--- src/rtl/mem_stage_hs_pkg.sv ---
// Shared definitions for the MEM stage: load-op codes, exception codes,
// the per-instruction wait state and a small load helper.
package mem_stage_hs_pkg;

    localparam logic [2:0] LD_NONE = 3'd0;
    localparam logic [2:0] LD_LB   = 3'd1;
    localparam logic [2:0] LD_LBU  = 3'd2;
    localparam logic [2:0] LD_LH   = 3'd3;
    localparam logic [2:0] LD_LHU  = 3'd4;
    localparam logic [2:0] LD_LW   = 3'd5;

    localparam logic [4:0] EXC_INT  = 5'h00;
    localparam logic [4:0] EXC_ADEL = 5'h04;
    localparam logic [4:0] EXC_ADES = 5'h05;
    localparam logic [4:0] EXC_SYS  = 5'h08;

    typedef enum logic [1:0] {
        ST_IDLE = 2'd0,
        ST_WAIT = 2'd1,
        ST_DONE = 2'd2
    } ms_state_e;

    function automatic logic ld_is_signed(input logic [2:0] op);
        return (op == LD_LB) || (op == LD_LH);
    endfunction

endpackage

--- src/rtl/mem_stage_hs_if.sv ---
// EXE -> MEM instruction bus with its allowin back-pressure.
interface mem_stage_hs_if #(
    parameter int DATA_W = 32,
    parameter int REG_W  = 5,
    parameter int EXC_W  = 5
);
    logic              es_to_ms_valid;
    logic              ms_allowin;
    logic              es_req_issued;
    logic [31:0]       es_pc;
    logic [DATA_W-1:0] es_alu_result;
    logic [REG_W-1:0]  es_dest;
    logic              es_gr_we;
    logic [2:0]        es_ld_op;
    logic              es_ex;
    logic [EXC_W-1:0]  es_excode;

    modport master (
        output es_to_ms_valid, es_req_issued, es_pc, es_alu_result,
               es_dest, es_gr_we, es_ld_op, es_ex, es_excode,
        input  ms_allowin
    );

    modport slave (
        input  es_to_ms_valid, es_req_issued, es_pc, es_alu_result,
               es_dest, es_gr_we, es_ld_op, es_ex, es_excode,
        output ms_allowin
    );
endinterface

--- src/rtl/mem_stage_hs_load_align.sv ---
// Byte/halfword select from a loaded word followed by sign or zero extension.
module mem_stage_hs_load_align
    import mem_stage_hs_pkg::*;
#(
    parameter int DATA_W = 32
) (
    input  logic [2:0]        ld_op_i,
    input  logic [1:0]        off_i,
    input  logic [DATA_W-1:0] word_i,
    output logic [DATA_W-1:0] data_o
);
    logic [7:0]  byte_s;
    logic [15:0] half_s;
    logic        sext_s;

    // Lane select and extension.
    always_comb begin
        byte_s = word_i[{off_i, 3'b000} +: 8];
        half_s = off_i[1] ? word_i[31:16] : word_i[15:0];
        sext_s = 1'b0;
        data_o = word_i;
        case (ld_op_i)
            LD_LB, LD_LBU: begin
                sext_s = ld_is_signed(ld_op_i) & byte_s[7];
                data_o = {{(DATA_W-8){sext_s}}, byte_s};
            end
            LD_LH, LD_LHU: begin
                sext_s = ld_is_signed(ld_op_i) & half_s[15];
                data_o = {{(DATA_W-16){sext_s}}, half_s};
            end
            default: data_o = word_i;
        endcase
    end
endmodule

--- src/rtl/mem_stage_hs.sv ---
// MEM pipeline stage: holds one instruction until its SRAM response, buffers
// data under WB back-pressure and drops responses of flushed instructions.
module mem_stage_hs
    import mem_stage_hs_pkg::*;
#(
    parameter int DATA_W = 32,
    parameter int REG_W  = 5,
    parameter int EXC_W  = 5
) (
    input  logic              clk,
    input  logic              reset,
    mem_stage_hs_if.slave     es_bus,
    input  logic              data_sram_data_ok,
    input  logic [DATA_W-1:0] data_sram_rdata,
    input  logic              flush,
    input  logic              ws_allowin,
    output logic              ms_to_ws_valid,
    output logic [31:0]       ms_pc,
    output logic [DATA_W-1:0] ms_result,
    output logic [REG_W-1:0]  ms_dest,
    output logic              ms_gr_we,
    output logic              ms_ex,
    output logic [EXC_W-1:0]  ms_excode,
    output logic [REG_W-1:0]  ms_fwd_dest,
    output logic [DATA_W-1:0] ms_fwd_result,
    output logic              ms_fwd_stall
);
    ms_state_e         state_q, state_d;
    logic              valid_q, valid_d;
    logic              discard_q, discard_d;
    logic [DATA_W-1:0] rdata_buf_q, rdata_buf_d;
    logic [31:0]       pc_q;
    logic [DATA_W-1:0] alu_q;
    logic [REG_W-1:0]  dest_q;
    logic              gr_we_q;
    logic [2:0]        ld_op_q;
    logic              ex_q;
    logic [EXC_W-1:0]  excode_q;

    logic              ready_go_s;
    logic              allowin_s;
    logic              accept_s;
    logic [DATA_W-1:0] load_word_s;
    logic [DATA_W-1:0] load_data_s;

    // Readiness: only a WAIT instruction depends on a live, non-discarded response.
    always_comb begin
        ready_go_s = 1'b1;
        case (state_q)
            ST_WAIT: ready_go_s = data_sram_data_ok & ~discard_q;
            default: ready_go_s = 1'b1;
        endcase
    end

    assign allowin_s         = ~valid_q | (ready_go_s & ws_allowin);
    assign accept_s          = es_bus.es_to_ms_valid & allowin_s & ~flush;
    assign es_bus.ms_allowin = allowin_s;

    // Next state, valid, discard and response buffer.
    always_comb begin
        state_d     = state_q;
        valid_d     = valid_q;
        rdata_buf_d = rdata_buf_q;
        if (flush) begin
            valid_d = 1'b0;
            state_d = ST_IDLE;
        end else if (allowin_s) begin
            valid_d = es_bus.es_to_ms_valid;
            state_d = (accept_s & es_bus.es_req_issued & ~es_bus.es_ex) ? ST_WAIT : ST_IDLE;
        end else if ((state_q == ST_WAIT) && ready_go_s) begin
            state_d     = ST_DONE;
            rdata_buf_d = data_sram_rdata;
        end else begin
            state_d = state_q;
        end
        // A flushed WAIT leaves its response in flight unless it lands now.
        if (flush && (state_q == ST_WAIT)) begin
            discard_d = discard_q | ~data_sram_data_ok;
        end else begin
            discard_d = discard_q & ~data_sram_data_ok;
        end
    end

    // Control state registers.
    always_ff @(posedge clk) begin
        if (reset) begin
            state_q     <= ST_IDLE;
            valid_q     <= 1'b0;
            discard_q   <= 1'b0;
            rdata_buf_q <= {DATA_W{1'b0}};
        end else begin
            state_q     <= state_d;
            valid_q     <= valid_d;
            discard_q   <= discard_d;
            rdata_buf_q <= rdata_buf_d;
        end
    end

    // Payload registers, loaded only on an accepted handoff from EXE.
    always_ff @(posedge clk) begin
        if (reset) begin
            pc_q     <= 32'd0;
            alu_q    <= {DATA_W{1'b0}};
            dest_q   <= {REG_W{1'b0}};
            gr_we_q  <= 1'b0;
            ld_op_q  <= LD_NONE;
            ex_q     <= 1'b0;
            excode_q <= {EXC_W{1'b0}};
        end else if (accept_s) begin
            pc_q     <= es_bus.es_pc;
            alu_q    <= es_bus.es_alu_result;
            dest_q   <= es_bus.es_dest;
            gr_we_q  <= es_bus.es_gr_we;
            ld_op_q  <= es_bus.es_ld_op;
            ex_q     <= es_bus.es_ex;
            excode_q <= es_bus.es_excode;
        end else begin
            pc_q <= pc_q;
        end
    end

    assign load_word_s = (state_q == ST_DONE) ? rdata_buf_q : data_sram_rdata;

    mem_stage_hs_load_align #(.DATA_W(DATA_W)) u_align (
        .ld_op_i (ld_op_q),
        .off_i   (alu_q[1:0]),
        .word_i  (load_word_s),
        .data_o  (load_data_s)
    );

    assign ms_to_ws_valid = valid_q & ready_go_s;
    assign ms_pc          = pc_q;
    assign ms_result      = ((ld_op_q != LD_NONE) && !ex_q) ? load_data_s : alu_q;
    assign ms_dest        = dest_q;
    assign ms_gr_we       = gr_we_q;
    assign ms_ex          = ex_q;
    assign ms_excode      = excode_q;
    assign ms_fwd_dest    = (valid_q & gr_we_q) ? dest_q : {REG_W{1'b0}};
    assign ms_fwd_result  = ms_result;
    assign ms_fwd_stall   = valid_q & (ld_op_q != LD_NONE) & ~ready_go_s;
endmodule

--- src/flat_wrapper.sv ---
// flat-port wrapper written by rule: the top's interface ports become plain ports
module mem_stage_hs_flat import mem_stage_hs_pkg::*;
#(
    parameter int DATA_W = 32,
    parameter int REG_W  = 5,
    parameter int EXC_W  = 5
)
  (clk, reset, data_sram_data_ok, data_sram_rdata, flush, ws_allowin, ms_to_ws_valid, ms_pc, ms_result, ms_dest, ms_gr_we, ms_ex, ms_excode, ms_fwd_dest, ms_fwd_result, ms_fwd_stall, es_bus_es_to_ms_valid, es_bus_es_req_issued, es_bus_es_pc, es_bus_es_alu_result, es_bus_es_dest, es_bus_es_gr_we, es_bus_es_ld_op, es_bus_es_ex, es_bus_es_excode, es_bus_ms_allowin);
  mem_stage_hs_if #(.DATA_W(DATA_W), .REG_W(REG_W), .EXC_W(EXC_W)) es_bus_i ();
  input  logic clk;
  input  logic reset;
  input  logic data_sram_data_ok;
  input  logic [DATA_W-1:0] data_sram_rdata;
  input  logic flush;
  input  logic ws_allowin;
  output logic ms_to_ws_valid;
  output logic [31:0] ms_pc;
  output logic [DATA_W-1:0] ms_result;
  output logic [REG_W-1:0] ms_dest;
  output logic ms_gr_we;
  output logic ms_ex;
  output logic [EXC_W-1:0] ms_excode;
  output logic [REG_W-1:0] ms_fwd_dest;
  output logic [DATA_W-1:0] ms_fwd_result;
  output logic ms_fwd_stall;
  input wire logic [$bits(es_bus_i.es_to_ms_valid)-1:0] es_bus_es_to_ms_valid;
  input wire logic [$bits(es_bus_i.es_req_issued)-1:0] es_bus_es_req_issued;
  input wire logic [$bits(es_bus_i.es_pc)-1:0] es_bus_es_pc;
  input wire logic [$bits(es_bus_i.es_alu_result)-1:0] es_bus_es_alu_result;
  input wire logic [$bits(es_bus_i.es_dest)-1:0] es_bus_es_dest;
  input wire logic [$bits(es_bus_i.es_gr_we)-1:0] es_bus_es_gr_we;
  input wire logic [$bits(es_bus_i.es_ld_op)-1:0] es_bus_es_ld_op;
  input wire logic [$bits(es_bus_i.es_ex)-1:0] es_bus_es_ex;
  input wire logic [$bits(es_bus_i.es_excode)-1:0] es_bus_es_excode;
  output wire logic [$bits(es_bus_i.ms_allowin)-1:0] es_bus_ms_allowin;
  assign es_bus_i.es_to_ms_valid = es_bus_es_to_ms_valid;
  assign es_bus_i.es_req_issued = es_bus_es_req_issued;
  assign es_bus_i.es_pc = es_bus_es_pc;
  assign es_bus_i.es_alu_result = es_bus_es_alu_result;
  assign es_bus_i.es_dest = es_bus_es_dest;
  assign es_bus_i.es_gr_we = es_bus_es_gr_we;
  assign es_bus_i.es_ld_op = es_bus_es_ld_op;
  assign es_bus_i.es_ex = es_bus_es_ex;
  assign es_bus_i.es_excode = es_bus_es_excode;
  assign es_bus_ms_allowin = es_bus_i.ms_allowin;
  mem_stage_hs #(.DATA_W(DATA_W), .REG_W(REG_W), .EXC_W(EXC_W)) u_core (.clk(clk), .reset(reset), .es_bus(es_bus_i), .data_sram_data_ok(data_sram_data_ok), .data_sram_rdata(data_sram_rdata), .flush(flush), .ws_allowin(ws_allowin), .ms_to_ws_valid(ms_to_ws_valid), .ms_pc(ms_pc), .ms_result(ms_result), .ms_dest(ms_dest), .ms_gr_we(ms_gr_we), .ms_ex(ms_ex), .ms_excode(ms_excode), .ms_fwd_dest(ms_fwd_dest), .ms_fwd_result(ms_fwd_result), .ms_fwd_stall(ms_fwd_stall));
endmodule
--- config.mk ---
export PLATFORM = sky130hd
export DESIGN_NAME = mem_stage_hs_flat
export DESIGN_NICKNAME = d
export VERILOG_FILES = /design/src/rtl/mem_stage_hs_pkg.sv /design/src/rtl/mem_stage_hs_if.sv /design/src/rtl/mem_stage_hs_load_align.sv /design/src/rtl/mem_stage_hs.sv /design/src/flat_wrapper.sv
export SDC_FILE = /design/constraint.sdc
export NUM_CORES = 1
export LEC_CHECK = 0
export BUFFER_PORTS_ARGS = -buffer_cell sky130_fd_sc_hd__buf_2
export CELL_PAD_IN_SITES_DETAIL_PLACEMENT = 1
export CELL_PAD_IN_SITES_GLOBAL_PLACEMENT = 2
export CORE_MARGIN = 8
export CORE_UTILIZATION = 27
export DETAILED_ROUTE_END_ITERATION = 7
export PLACE_DENSITY_LB_ADDON = 0.1
export SYNTH_ARGS = -nofsm -noshare
export SYNTH_HDL_FRONTEND = slang
export SYNTH_HIERARCHICAL = 1
export SYNTH_SLANG_ARGS = --single-unit
--- constraint.sdc ---
create_clock -name clk -period 3.09 [get_ports clk]
set_clock_uncertainty 0.1 [all_clocks]
set_input_delay 0.1545 -clock clk [delete_from_list [all_inputs] [get_ports clk]]
set_output_delay 0.1545 -clock clk [all_outputs]
set_load 0.1 [all_outputs]
---- Word-level counts from Yosys, hierarchy flattened ----
Cells that the tools add are included.
storage, ports and cells
  bits in read-only memories .............. 0
  flip-flop bits (word level) ............. 115
  bits in writable memories ............... 0
  bits in latches ......................... 0
  logic and storage cells ................. 61
  output and inout bits ................... 116
  memories ................................ 0
operators by class
  shifts and indexed selects .............. 1
  bitwise logic cells ..................... 22
  multiplexer cells ....................... 10
  equality and inequality tests ........... 6
  divide/modulo/power cells ............... 0
  order comparisons ....................... 0
  add/sub/neg operators ................... 0
  multiply operators ...................... 0
  reduce and logical (&&, ||, !) cells .... 11
operators with widths
  cell                                                              number
  32-bit two-way mux                                                2
  32-bit one-hot mux with 2 select lines                            1
  32-bit by 6-bit indexed part select with 8-bit output             1
  16-bit two-way mux                                                1
  1-bit AND                                                         13
  1-bit NOT                                                         7
  3-bit by 2-bit == test with 1-bit output (second input constant)  2
  2-bit OR reduction                                                3
  5-bit two-way mux                                                 1
  2-bit two-way mux                                                 2
  3-bit by 1-bit == test with 1-bit output (second input constant)  1
  3-bit == test (second input constant)                             1
  1-bit logical AND                                                 3
  1-bit two-way mux                                                 3
  3-bit AND reduction                                               1
  3-bit nonzero test                                                1
  2-bit by 1-bit == test with 1-bit output (second input constant)  1
  2-bit == test (second input constant)                             1
  1-bit bitwise OR                                                  2
  2-bit nonzero test                                                1
  1-bit zero test                                                   1
  1-bit logical OR                                                  1

---- Depth between registers and ports, before layout ----
Gate-level depths: netlist of run 1.
  depth after elaboration ................. 11
  gate-level depth with buffers ........... 12
  depth with buffers taken out ............ 7

---- Hierarchy ----
The synthesis of run 1 kept the hierarchy.
by module, submodules not included
  module                   area an instance (um2)  times used  cells each  sequential area each (um2)
  mem_stage_hs             5,899.4                 1           620         2,302.2
  mem_stage_hs_load_align  929.6                   1           136         0.0

---- Worst setup path after synthesis of run 1 ----
Ideal clock, no wire load.
  kind .................................... reg-to-output
  start ................................... register u_core.ld_op_q[0]
  end ..................................... output port ms_fwd_stall
  stages on the path, launching flop included .. 3
  arrival ................................. 3.624 ns
  setup slack ............................. -0.788 ns
  path buffers ............................ 0
  cells stage by stage .................... dfxtp_1 > nor3_1 > nor4b_1
on the way
  cells in the longest elaborated chain, start to end .. 3
ends and longest elaborated chain
  what                    RTL line             source
  start, declared         mem_stage_hs.sv:36   logic [2:0] ld_op_q;
  start signal, assigned  mem_stage_hs.sv:114  ld_op_q <= es_bus.es_ld_op;
  3-bit nonzero test      mem_stage_hs.sv:140  assign ms_fwd_stall = valid_q & (ld_op_q != LD_NONE) & ~ready_go_s;
  1-bit AND (2 in a row)  mem_stage_hs.sv:140
  end, declared           flat_wrapper.sv:25   output logic ms_fwd_stall;
No other way between the ends.

---- Worst setup path in the final report of run 1 ----
  start ................................... register u_core.state_q[0]
  end ..................................... output port ms_fwd_result[8]
on the way
  cells in the longest elaborated chain, start to end .. 6
  elaborated cells between the ends (all ways) .. 7
  classes of those cells .................. 1 x eq/ne; 1 x shift; 4 x mux; 1 x bitwise
ends and longest elaborated chain
  what                                                   RTL line                       source
  start, declared                                        mem_stage_hs.sv:28             ms_state_e state_q, state_d;
  start signal, assigned                                 mem_stage_hs.sv:92             state_q <= state_d;
  2-bit == test                                          mem_stage_hs.sv:122            assign load_word_s = (state_q == ST_DONE) ? rdata_buf_q : data_sram_rdata;
  32-bit two-way mux                                     mem_stage_hs.sv:122
  net u_core.load_word_s[7]                              mem_stage_hs.sv:43             logic [DATA_W-1:0] load_word_s;
  32-bit by 6-bit indexed part select with 8-bit output  mem_stage_hs_load_align.sv:18  byte_s = word_i[{off_i, 3'b000} +: 8];
  1-bit AND                                              mem_stage_hs_load_align.sv:24  sext_s = ld_is_signed(ld_op_i) & byte_s[7];
  32-bit one-hot mux with 2 select lines                 mem_stage_hs_load_align.sv:22  case (ld_op_i)
  net u_core.load_data_s[8]                              mem_stage_hs.sv:44             logic [DATA_W-1:0] load_data_s;
  32-bit two-way mux                                     mem_stage_hs.sv:133            assign ms_result = ((ld_op_q != LD_NONE) && !ex_q) ? load_data_s : alu_q;
  end, declared                                          flat_wrapper.sv:24             output logic [DATA_W-1:0] ms_fwd_result;
The timed path passes the listed nets, and every way through them passes these cells.

==> results of run 1 <==
==> area by class of cell <==
cell class	count	area (sq um)
inverters	8	30.0
flip-flops and latches	115	2310
clock buffers	17	425
repair buffers	366	2810
fillers	2857	14800
multi-input cells	540	4050
clock inverters	15	148
well taps	330	413
==> logic make-up after synthesis <==
family	share of synthesized area, %
and+or+nand+nor	25.1
xor gates and xnor gates	0.128
muxes	22.9
DFF	33.7
buffers and inverters	8.78
AOI/OAI and AO/OA	9.34
==> placed cells by master (no fill, tap or decap), types with 8 or more instances in the layout <==
master / n
a21oi_1: 50
a221o_1: 15
buf_2: 170
buf_4: 41
buf_6: 23
clkbuf_16: 17
dfxtp_1: 110
dlygate4sd3_1: 114
inv_1: 8
mux2_2: 41
mux2_4: 21
mux2i_1: 82
nand2_1: 66
nand2b_1: 161
nand3_1: 18
nand3b_1: 16
==> per-stage QoR <==
stage                     TNS (ps)  cell area [sq um]
after global placement           0               8140
after floorplan                  0               6960
final                            0              10200
after detailed placement         0               8140
after CTS                    -17.8              10000
after global routing         -77.5              10200
==> state kept, by name, indices dropped and copies added (netlist names) <==
name	cells
u_core/alu_q	32
u_core/ms_pc	32
u_core/rdata_buf_q	32
u_core/ms_dest	5
u_core/ms_excode	5
u_core/ld_op_q	3
u_core/state_q	2
u_core/discard_q	1
u_core/ms_ex	1
u_core/ms_gr_we	1
u_core/valid_q	1
==> repair_timing <==
item,in CTS,in global routing
hold endpoints to repair,114,0
hold buffers,114,0
endpoints found under the setup margin,64,64
resized for setup,61,69
==> metal layers <==
layer	share of wire [%]	GRT usage, %	up-vias	wire length [microns]
li1	-	-	3152	-
met1	42	19.3	3116	11000
met2	50	28.7	180	13100
met3	5.6	4.77	32	1470
met4	1.8	5.33	0	459
met5	0	0	-	0
==> critical path: cells and delay by family (launching register included) <==
kind / cells / cell delay (ps)
flops: 1 / 320
mux: 3 / 1180
compound gates: 1 / 290
simple gates: 2 / 400
buf+inv: 1 / 180
==> power groups by stage <==
stage / sequential [uW] / combinational, uW / clock, uW
floorplan: 1810 / 1260 / 0
global placement: 1610 / 1720 / 0
detailed placement: 1610 / 1730 / 0
CTS: 1580 / 1910 / 2020
global route: 1590 / 2020 / 2080
finish: 1580 / 1940 / 1940
==> path summary, 6_finish.rpt <==
kind	from	to	slack, ps	cells after the start
worst max-delay path	u_core/state_q[0]$_SDFFE_PP0P_	ms_fwd_result[8]	40	7
worst min-delay path	es_bus_es_req_issued	u_core/state_q[0]$_SDFFE_PP0P_	-7	3
worst max register to register	u_core/state_q[1]$_SDFFE_PP0P_	u_core/ms_pc[20]$_SDFFE_PP0P_	970	6
worst min register to register	u_core/rdata_buf_q[9]$_SDFFE_PP0P_	u_core/rdata_buf_q[9]$_SDFFE_PP0P_	350	2
==> impl_summary.txt, run 1 <==
----------------------------------------------------
[Status]
  Status ... finished with violations
  Violations in the final reports ... negative hold slack

[Clock network]
  Clock buffer count from CTS ... 17
  Total setup buffers inserted after CTS ... 0
  Register clock-pin slew on the reported worst setup and hold paths ... 60 ps
  CTS sink cnt ... 115
  Cell at the root of the clock tree ... clkbuf_16
  Clock network latency to the later pin of the worst-skew pair ... 410 ps
  Worst-case clock buffer depth ... 2
  Maximum level of the CTS H-tree ... 4
  Clock tree from TritonCTS ... built

[STA]
  Portion of the clock cycle consumed by the worst path in the final layout ... 98.8%
  Final Critical Period ... 3050 ps
  Measured slew at the worst slew-check pin ... 841 ps
  Number of pins with negative max-slew slack in the final report ... 0
  Final WS setup ... 38.0 ps
  Fmax ... 328 MHz
  Final Hold Slack ... -6.54 ps
  RSZ-0062 raised after global routing ... true
  Max transition margin ... 43.8%
  Endpoints failing setup ... 0
  Hold violation count in the final report ... 1

[Yosys]
  Synth Cell Area ... 0.00683 sq mm
  Mean Syn Cell Area ... 9.03 sq um
  Top flip-flop cell by instance count after synthesis ... dfxtp_1
  Post-Syn Nets ... 874
  Top post-synthesis cells by count ... nand2b_1, dfxtp_1, mux2i_1
  Share of the synthesized area in the top cell type ... 33.7%
  Async S/R FF share, synth ... 0%
  Post-synthesis cell type with the largest combined area ... dfxtp_1
  Sequential fraction of the synthesis area ... 33.7%
  Number of synthesis warnings ... 6
  Number of enable flip-flop cells after synthesis ... 0
  Unique masters post-synth ... 48
  Synthesis-stage register bit count ... 115
  Cell with the most instances after synthesis ... nand2b_1
  Leading post-synthesis cells by cell area ... dfxtp_1, nand2b_1, mux2i_1
  Number of instances in the synthesized netlist ... 756

[Worst setup path]
  Data arrival time of the critical path ... 2800 ps
  CP endpoint kind ... primary output
  Critical Setup Path Class ... reg2out
  Slowest cell on crit path ... mux4_2
  Maximum fanout count along the critical path ... 8
  Required arrival time at the worst endpoint ... 2840 ps
  CP max stage delay ... 510 ps
  Type of origin of the critical path ... flip-flop
  Cells traversed along the worst timing path ... nand2b_4 -> mux2_2 -> mux4_2 -> and3_4 -> a221o_1 -> mux2_4 -> buf_8

[Placement]
  Dpl hpwl ... 18800 microns
  Inst Count DP ... 1245
  Final RePlAce weighted congestion ... 0.799
  Post-place setup slack ... 200 ps
  Count of port buffers added during placement ... 233

[Power]
  Switching power as a share of total power ... 40.7%
  Switching power of the nets ... 2220 uW
  Cell Int Power ... 3240 uW
  Sequential share of power ... 28.9%
  Power share of the clock group ... 35.5%
  Pwr/cell area ... 537 mW/mm^2
  IR Drop Worst-Case VDD ... 0.293 mV
  Part of the total power dissipated in combinational logic ... 35.5%
  Power consumption ... 5470 uW
  P_leak ... 0.00433 uW

[Final layout]
  Antenna Cells ... 0
  Layout cell share with drive strength beyond 1 ... 34.4%
  Number of cells in the finished layout apart from fillers ... 1391
  Share of the core filled with cells in the final layout ... 40.7%
  Area grow syn2layout ... 49.2%
  Number of nets in the finished design ... 1166

[Global routing]
  Vias in the first global route ... 7271
  Wire length of the first global-routing pass ... 40400 microns
  Total overflow reported by the global router ... 0
  Antenna violations before repair ... 0
  Largest net degree at the start of global routing ... 94
  Overall track demand over capacity in global routing ... 16.6%

[Route]
  Number of nets with antenna violations after routing ... 0
  Drt initial violations ... 321
  Count of TritonRoute iterations in the first routing pass ... 4
  Average vias per placed instance ... 4.66
  Detail-routed net length per standard cell ... 18.7 microns
  Final WL ... 26000 microns
  Vias ... 6480
  Count of unresolved DRC violations after routing ... 0

[Floorplanning]
  Total number of placement rows ... 58
  I/O pins ... 234
  Height of the chip ... 175 microns
  X dimension of the die ... 175 microns
  Effective utilization at floorplan ... 27.3%
  Core footprint ... 0.0250 sq mm
  Die footprint ... 0.0306 sq mm

[Job]
  Max Cap Viol ... 0

[Hold path]
  Kind of path behind the tightest hold check ... in2reg

----------------------------------------------------
Power figures use the tool's default switching activity.
==> run 2: changes to the inputs <==
--- a/config.mk
+++ b/config.mk
@@ -8,6 +8,7 @@
 export BUFFER_PORTS_ARGS = -buffer_cell sky130_fd_sc_hd__buf_2
 export CELL_PAD_IN_SITES_DETAIL_PLACEMENT = 1
 export CELL_PAD_IN_SITES_GLOBAL_PLACEMENT = 2
+export CORE_ASPECT_RATIO = 1.1
 export CORE_MARGIN = 8
 export CORE_UTILIZATION = 27
 export DETAILED_ROUTE_END_ITERATION = 7
==> run 2 against run 1 <==
The flow now finishes without violations. Power is 1.2% higher. Cell count is 0.79% lower. Wire length is 0.42% lower. Sequential cell count stayed put. Non-clock buffer count is 4 higher. Setup slack better by 6.4 ps. Register-to-register slack worse by 290 ps. Global-route usage hardly changed. Core utilization hardly changed. Clock power is 3% higher. Die area hardly changed. Hold slack better by 34 ps.
==> impl_summary.txt, run 2 (synthesis results as in run 1) <==
----------------------------------------------------
[Power]
  Power consumption ... 5530 uW
  Pwr/cell area ... 541 mW/mm^2
  Cell Int Power ... 3340 uW
  Power share of the clock group ... 36.2%
  Sequential share of power ... 28.6%
  IR Drop Worst-Case VDD ... 0.283 mV
  Switching power of the nets ... 2190 uW
  Switching power as a share of total power ... 39.6%
  Part of the total power dissipated in combinational logic ... 35.2%
  P_leak ... 0.00436 uW

[Route]
  Detail-routed net length per standard cell ... 18.8 microns
  Drt initial violations ... 252
  Count of TritonRoute iterations in the first routing pass ... 4
  Average vias per placed instance ... 4.70
  Number of nets with antenna violations after routing ... 0
  Final WL ... 25900 microns
  Count of unresolved DRC violations after routing ... 0
  Vias ... 6489

[Clock network]
  Maximum level of the CTS H-tree ... 4
  Worst-case clock buffer depth ... 2
  Register clock-pin slew on the reported worst setup and hold paths ... 60 ps
  Clock buffer count from CTS ... 17
  Clock tree from TritonCTS ... built
  Clock network latency to the later pin of the worst-skew pair ... 410 ps
  CTS sink cnt ... 115
  Cell at the root of the clock tree ... clkbuf_16
  Total setup buffers inserted after CTS ... 0

[Floorplanning]
  X dimension of the die ... 168 microns
  Total number of placement rows ... 61
  Height of the chip ... 183 microns
  Core footprint ... 0.0251 sq mm
  Die footprint ... 0.0306 sq mm
  Effective utilization at floorplan ... 27.2%
  I/O pins ... 234

[STA]
  Max transition margin ... 48.9%
  Number of pins with negative max-slew slack in the final report ... 0
  Final Critical Period ... 3050 ps
  Hold violation count in the final report ... 0
  Final WS setup ... 44.4 ps
  Fmax ... 328 MHz
  Sum of negative setup slack ... 0 ps
  Measured slew at the worst slew-check pin ... 765 ps
  Portion of the clock cycle consumed by the worst path in the final layout ... 98.6%
  RSZ-0062 raised after global routing ... true
  Endpoints failing setup ... 0

[Global routing]
  Vias in the first global route ... 7317
  Antenna violations before repair ... 0
  Total overflow reported by the global router ... 0
  Largest net degree at the start of global routing ... 82
  Overall track demand over capacity in global routing ... 16.5%
  Wire length of the first global-routing pass ... 40500 microns

[Placement]
  Count of port buffers added during placement ... 233
  Dpl hpwl ... 19000 microns
  Post-place setup slack ... 203 ps
  Final RePlAce weighted congestion ... 0.843

[Worst setup path]
  Type of origin of the critical path ... flip-flop
  Maximum fanout count along the critical path ... 8
  Data arrival time of the critical path ... 2790 ps
  Required arrival time at the worst endpoint ... 2840 ps
  Critical Setup Path Class ... reg2out
  CP endpoint kind ... primary output

[Final layout]
  Most frequent standard cell in the layout excluding fill and tap cells ... buf_2
  Antenna Cells ... 0
  Sequential cell area ... 0.00230 sq mm
  Most frequent cells in the layout ... buf_2, nand2b_1, dlygate4sd3_1
  Share of the core filled with cells in the final layout ... 40.7%
  Layout cell share with drive strength beyond 1 ... 34.3%
  Area grow syn2layout ... 49.7%
  Number of nets in the finished design ... 1170
  Count of fill cells added during filler insertion ... 2851
  Area of combinational cells with multiple inputs ... 0.00405 sq mm

[Job]
  Max Cap Viol ... 0

[Status]
  Status ... completed

[Hold path]
  Kind of path behind the tightest hold check ... in2reg

----------------------------------------------------
## run 2: layout make-up
class / instances / area share [%]
Multi-Input combinational cell: 540 / 39.7
Clock inverter: 13 / 1.48
Sequential cell: 115 / 22.5
Timing Repair Buffer: 370 / 27.8
Clock buffer: 19 / 4.33
Inverter: 8 / 0.294
Tap cell: 315 / 3.86
## run 2: power groups by stage
stage	Clock [uW]	Combinational (uW)	Sequential, uW
after global routing	2140	2030	1590
after CTS	2070	1890	1580
after detailed placement	0	1730	1610
final	2000	1950	1580
after floorplan	0	1260	1810
after global placement	0	1720	1610
## run 2: routing by layer
metal  GRT usage [%]  part of all wire [%]  vias to the layer above
met4            4.90                   1.7                        0
li1                -                     -                     3161
met3            4.86                   6.4                       28
met1            19.2                    41                     3102
met2            29.0                    51                      198
met5               0                     0                        -
## run 2: stage by stage
step | cells | hold WS, ps | cell area (sq um)
final | 1380 | 27.2 | 10200
after global routing | 1380 | 18.9 | 10200
after CTS | 1380 | 8.44 | 10000
after detailed placement | 1232 | 322 | 8130
after global placement | 1232 | 315 | 8130
after floorplan | 756 | 133 | 6960
## run 2: critical path, cell delays in order (launching register included)
cell      delay, ps
dfxtp_2         320
nand2b_4        160
mux2_2          380
mux4_2          490
and3_4          220
a221o_1         300
mux2_4          320
buf_8           180
## run 2: final timing paths
kind / startpoint / to / slack, ps / cells after the start
max: u_core/state_q[0]$_SDFFE_PP0P_ / ms_fwd_result[10] / 40 / 7
min: reset / u_core/discard_q$_SDFF_PP0_ / 30 / 2
max reg2reg: u_core/valid_q$_SDFFE_PP0P_ / u_core/rdata_buf_q[1]$_SDFFE_PP0P_ / 680 / 6
min reg2reg: u_core/rdata_buf_q[21]$_SDFFE_PP0P_ / u_core/rdata_buf_q[21]$_SDFFE_PP0P_ / 350 / 2
## run 2: repair_timing
item | CTS | global route
hold buffers | 116 | 0
endpoints found under the setup margin | 64 | 62
endpoints found under the hold margin | 115 | 0
gates resized for setup | 42 | 95
==> run 3: changes to the inputs <==
--- a/config.mk
+++ b/config.mk
@@ -10,10 +10,9 @@
 export CELL_PAD_IN_SITES_GLOBAL_PLACEMENT = 2
 export CORE_ASPECT_RATIO = 1.1
 export CORE_MARGIN = 8
-export CORE_UTILIZATION = 27
+export CORE_UTILIZATION = 25
 export DETAILED_ROUTE_END_ITERATION = 7
 export PLACE_DENSITY_LB_ADDON = 0.1
 export SYNTH_ARGS = -nofsm -noshare
 export SYNTH_HDL_FRONTEND = slang
-export SYNTH_HIERARCHICAL = 1
 export SYNTH_SLANG_ARGS = --single-unit
==> run 3 against run 2 <==
Cell count down 9.2%. Critical endpoint is now ms_fwd_result[0]. Clock power up 12%. Largest power group unchanged. Core utilization down 0.72 points. Hold slack better by 110 ps. Critical path depth down 1. Largest cell class unchanged.
==> impl_summary.txt, run 3 <==
----------------------------------------------------
[Global routing]
  Largest net degree at the start of global routing ... 72
  Antenna violations before repair ... 2
  Vias in the first global route ... 6341
  Total overflow reported by the global router ... 0
  Overall track demand over capacity in global routing ... 15.2%
  Wire length of the first global-routing pass ... 34500 microns

[Route]
  Drt initial violations ... 182
  Final WL ... 21700 microns
  Vias ... 5687
  Detail-routed net length per standard cell ... 17.3 microns
  Average vias per placed instance ... 4.54
  Number of nets with antenna violations after routing ... 0
  Count of TritonRoute iterations in the first routing pass ... 4
  Count of unresolved DRC violations after routing ... 0

[Power]
  Switching power of the nets ... 2390 uW
  Cell Int Power ... 3490 uW
  P_leak ... 0.00439 uW
  IR Drop Worst-Case VDD ... 0.344 mV
  Part of the total power dissipated in combinational logic ... 35.3%
  Power share of the clock group ... 37.9%
  Sequential share of power ... 26.8%
  Switching power as a share of total power ... 40.7%
  Pwr/cell area ... 643 mW/mm^2

[Worst setup path]
  Required arrival time at the worst endpoint ... 2840 ps
  Cells on worst reg2reg path ... 7
  Data arrival time of the critical path ... 2690 ps
  Maximum fanout count along the critical path ... 27
  Type of origin of the critical path ... flip-flop
  Critical Setup Path Class ... reg2out
  CP endpoint kind ... primary output

[Placement]
  Final RePlAce weighted congestion ... 0.758
  Count of port buffers added during placement ... 233
  Dpl hpwl ... 15800 microns

[Final layout]
  Most frequent cells in the layout ... buf_2, mux2i_1, nor2_1
  Most frequent standard cell in the layout excluding fill and tap cells ... buf_2
  Share of the core filled with cells in the final layout ... 40.0%
  Layout cell share with drive strength beyond 1 ... 32.5%
  Area grow syn2layout ... 57.0%
  Number of nets in the finished design ... 1057

[Floorplanning]
  Height of the chip ... 176 microns
  Die footprint ... 0.0284 sq mm
  Effective utilization at floorplan ... 25.5%
  Total number of placement rows ... 58
  Core footprint ... 0.0229 sq mm
  I/O pins ... 234
  X dimension of the die ... 162 microns

[Yosys]
  Synthesis-stage register bit count ... 115
  Top post-synthesis cells by count ... mux2i_1, nor2_1, dfxtp_1
  Async S/R FF share, synth ... 0%
  Top flip-flop cell by instance count after synthesis ... dfxtp_1
  Unique masters post-synth ... 42
  Number of instances in the synthesized netlist ... 635
  Sequential fraction of the synthesis area ... 39.5%
  Share of the synthesized area in the top cell type ... 39.5%
  Synth Cell Area ... 0.00582 sq mm
  Post-Syn Nets ... 753
  Mean Syn Cell Area ... 9.17 sq um
  Leading post-synthesis cells by cell area ... dfxtp_1, mux2i_1, nor2_1
  Post-synthesis cell type with the largest combined area ... dfxtp_1
  Number of enable flip-flop cells after synthesis ... 0
  Number of synthesis warnings ... 0
  Cell with the most instances after synthesis ... mux2i_1

[Clock network]
  Clock tree from TritonCTS ... built
  Clock buffer count from CTS ... 17
  Register clock-pin slew on the reported worst setup and hold paths ... 60 ps
  Clock network latency to the later pin of the worst-skew pair ... 410 ps
  Cell at the root of the clock tree ... clkbuf_16
  Maximum level of the CTS H-tree ... 4
  CTS sink cnt ... 115
  Worst-case clock buffer depth ... 2

[Status]
  Status ... completed

[STA]
  Sum of negative setup slack ... 0 ps
  RSZ-0062 raised after global routing ... true
  Final Hold Slack ... 135 ps
  Hold violation count in the final report ... 0
  Fmax ... 339 MHz
  Portion of the clock cycle consumed by the worst path in the final layout ... 95.3%
  Final Critical Period ... 2950 ps
  Number of pins with negative max-slew slack in the final report ... 0
  Endpoints failing setup ... 0
  Measured slew at the worst slew-check pin ... 819 ps
  Max transition margin ... 45.4%

[Job]
  Max Cap Viol ... 0

[Hold path]
  Hold Path Stages ... 4
  Kind of path behind the tightest hold check ... in2reg

----------------------------------------------------
[run 3: cell count changes after synthesis, sizes merged, moves of 13 or more]
cell,change
o21ai,+18
nand3b,-13
nand2b,-159
nor2,+128
nand3,-15
a221o,-15
mux2,-63
nand2,-55
o211ai,+20
o21a,+17
a21oi,-27
mux2i,+63
[run 3: layout make-up]
cell class	count	area, sq um
antenna	1	2.50
clock buffer	18	439
clock inverter	14	223
fill	2625	13700
inverter	2	7.51
multi-input combinational	439	3210
sequential	115	2300
tap	300	375
timing repair buffer	364	2580
[run 3: repair_timing]
action	4_1_cts	5_1_grt
resized for setup	0	14
endpoints found under the setup margin	0	60
hold endpoints to repair	115	0
buffers inserted	0	1
hold buffers	116	0
[run 3: layer usage]
layer / global-route usage (%) / part of all wire (%) / vias up
li1: - / - / 2805
met1: 17.2 / 42 / 2692
met2: 26.6 / 49 / 167
met3: 5.26 / 6.7 / 21
met4: 4.44 / 1.6 / 2
met5: 0 / 0.060 / -
[run 3: cells by family (layout without fill, tap and decap cells)]
group                     Yosys count  count (layout)  share of synthesized area [%]
muxes                             148             148                           25.9
AOI/OAI and AO/OA                 108             108                           12.7
other                               0               1                              0
and+or+nand+nor                   182             182                           13.3
DFF                               115             115                           39.5
xor gates and xnor gates            1               1                          0.150
buffers and inverters              81             398                           8.42
[run 3: critical path: stages (launching register included)]
cell,delay [ps]
dfxtp_1,410
or3_1,460
and2_1,170
buf_4,230
nand2_1,360
o221a_2,310
clkbuf_4,340
[run 3: power by group through the flow]
stage	combinational [uW]	clock, uW	sequential (uW)
after global placement	1950	0	1600
after detailed placement	1960	0	1600
final	2080	2230	1570
after global routing	2160	2360	1580
after CTS	2080	2300	1570
after floorplan	1450	0	1790
[run 3: worst paths after layout]
check	slack, ps	to	startpoint
min	130	u_core.state_q[1]$_SDFFE_PP0P_	ws_allowin
min reg2reg	390	u_core.ms_pc[9]$_SDFFE_PP0P_	u_core.ms_pc[9]$_SDFFE_PP0P_
max reg2reg	470	u_core.state_q[0]$_SDFFE_PP0P_	u_core.discard_q$_SDFF_PP0_
max	140	ms_fwd_result[0]	u_core.ld_op_q[1]$_SDFFE_PP0P_
[run 3: per-stage QoR]
stage | area [sq um] | worst slack [ps] | cells | power, uW
floorplan | 5940 | -501 | 635 | 3240
global placement | 7240 | 486 | 1103 | 3550
detailed placement | 7240 | 494 | 1103 | 3560
CTS | 9070 | 45.7 | 1251 | 5950
global route | 9140 | -9.44 | 1253 | 6110
finish | 9140 | 144 | 1253 | 5870
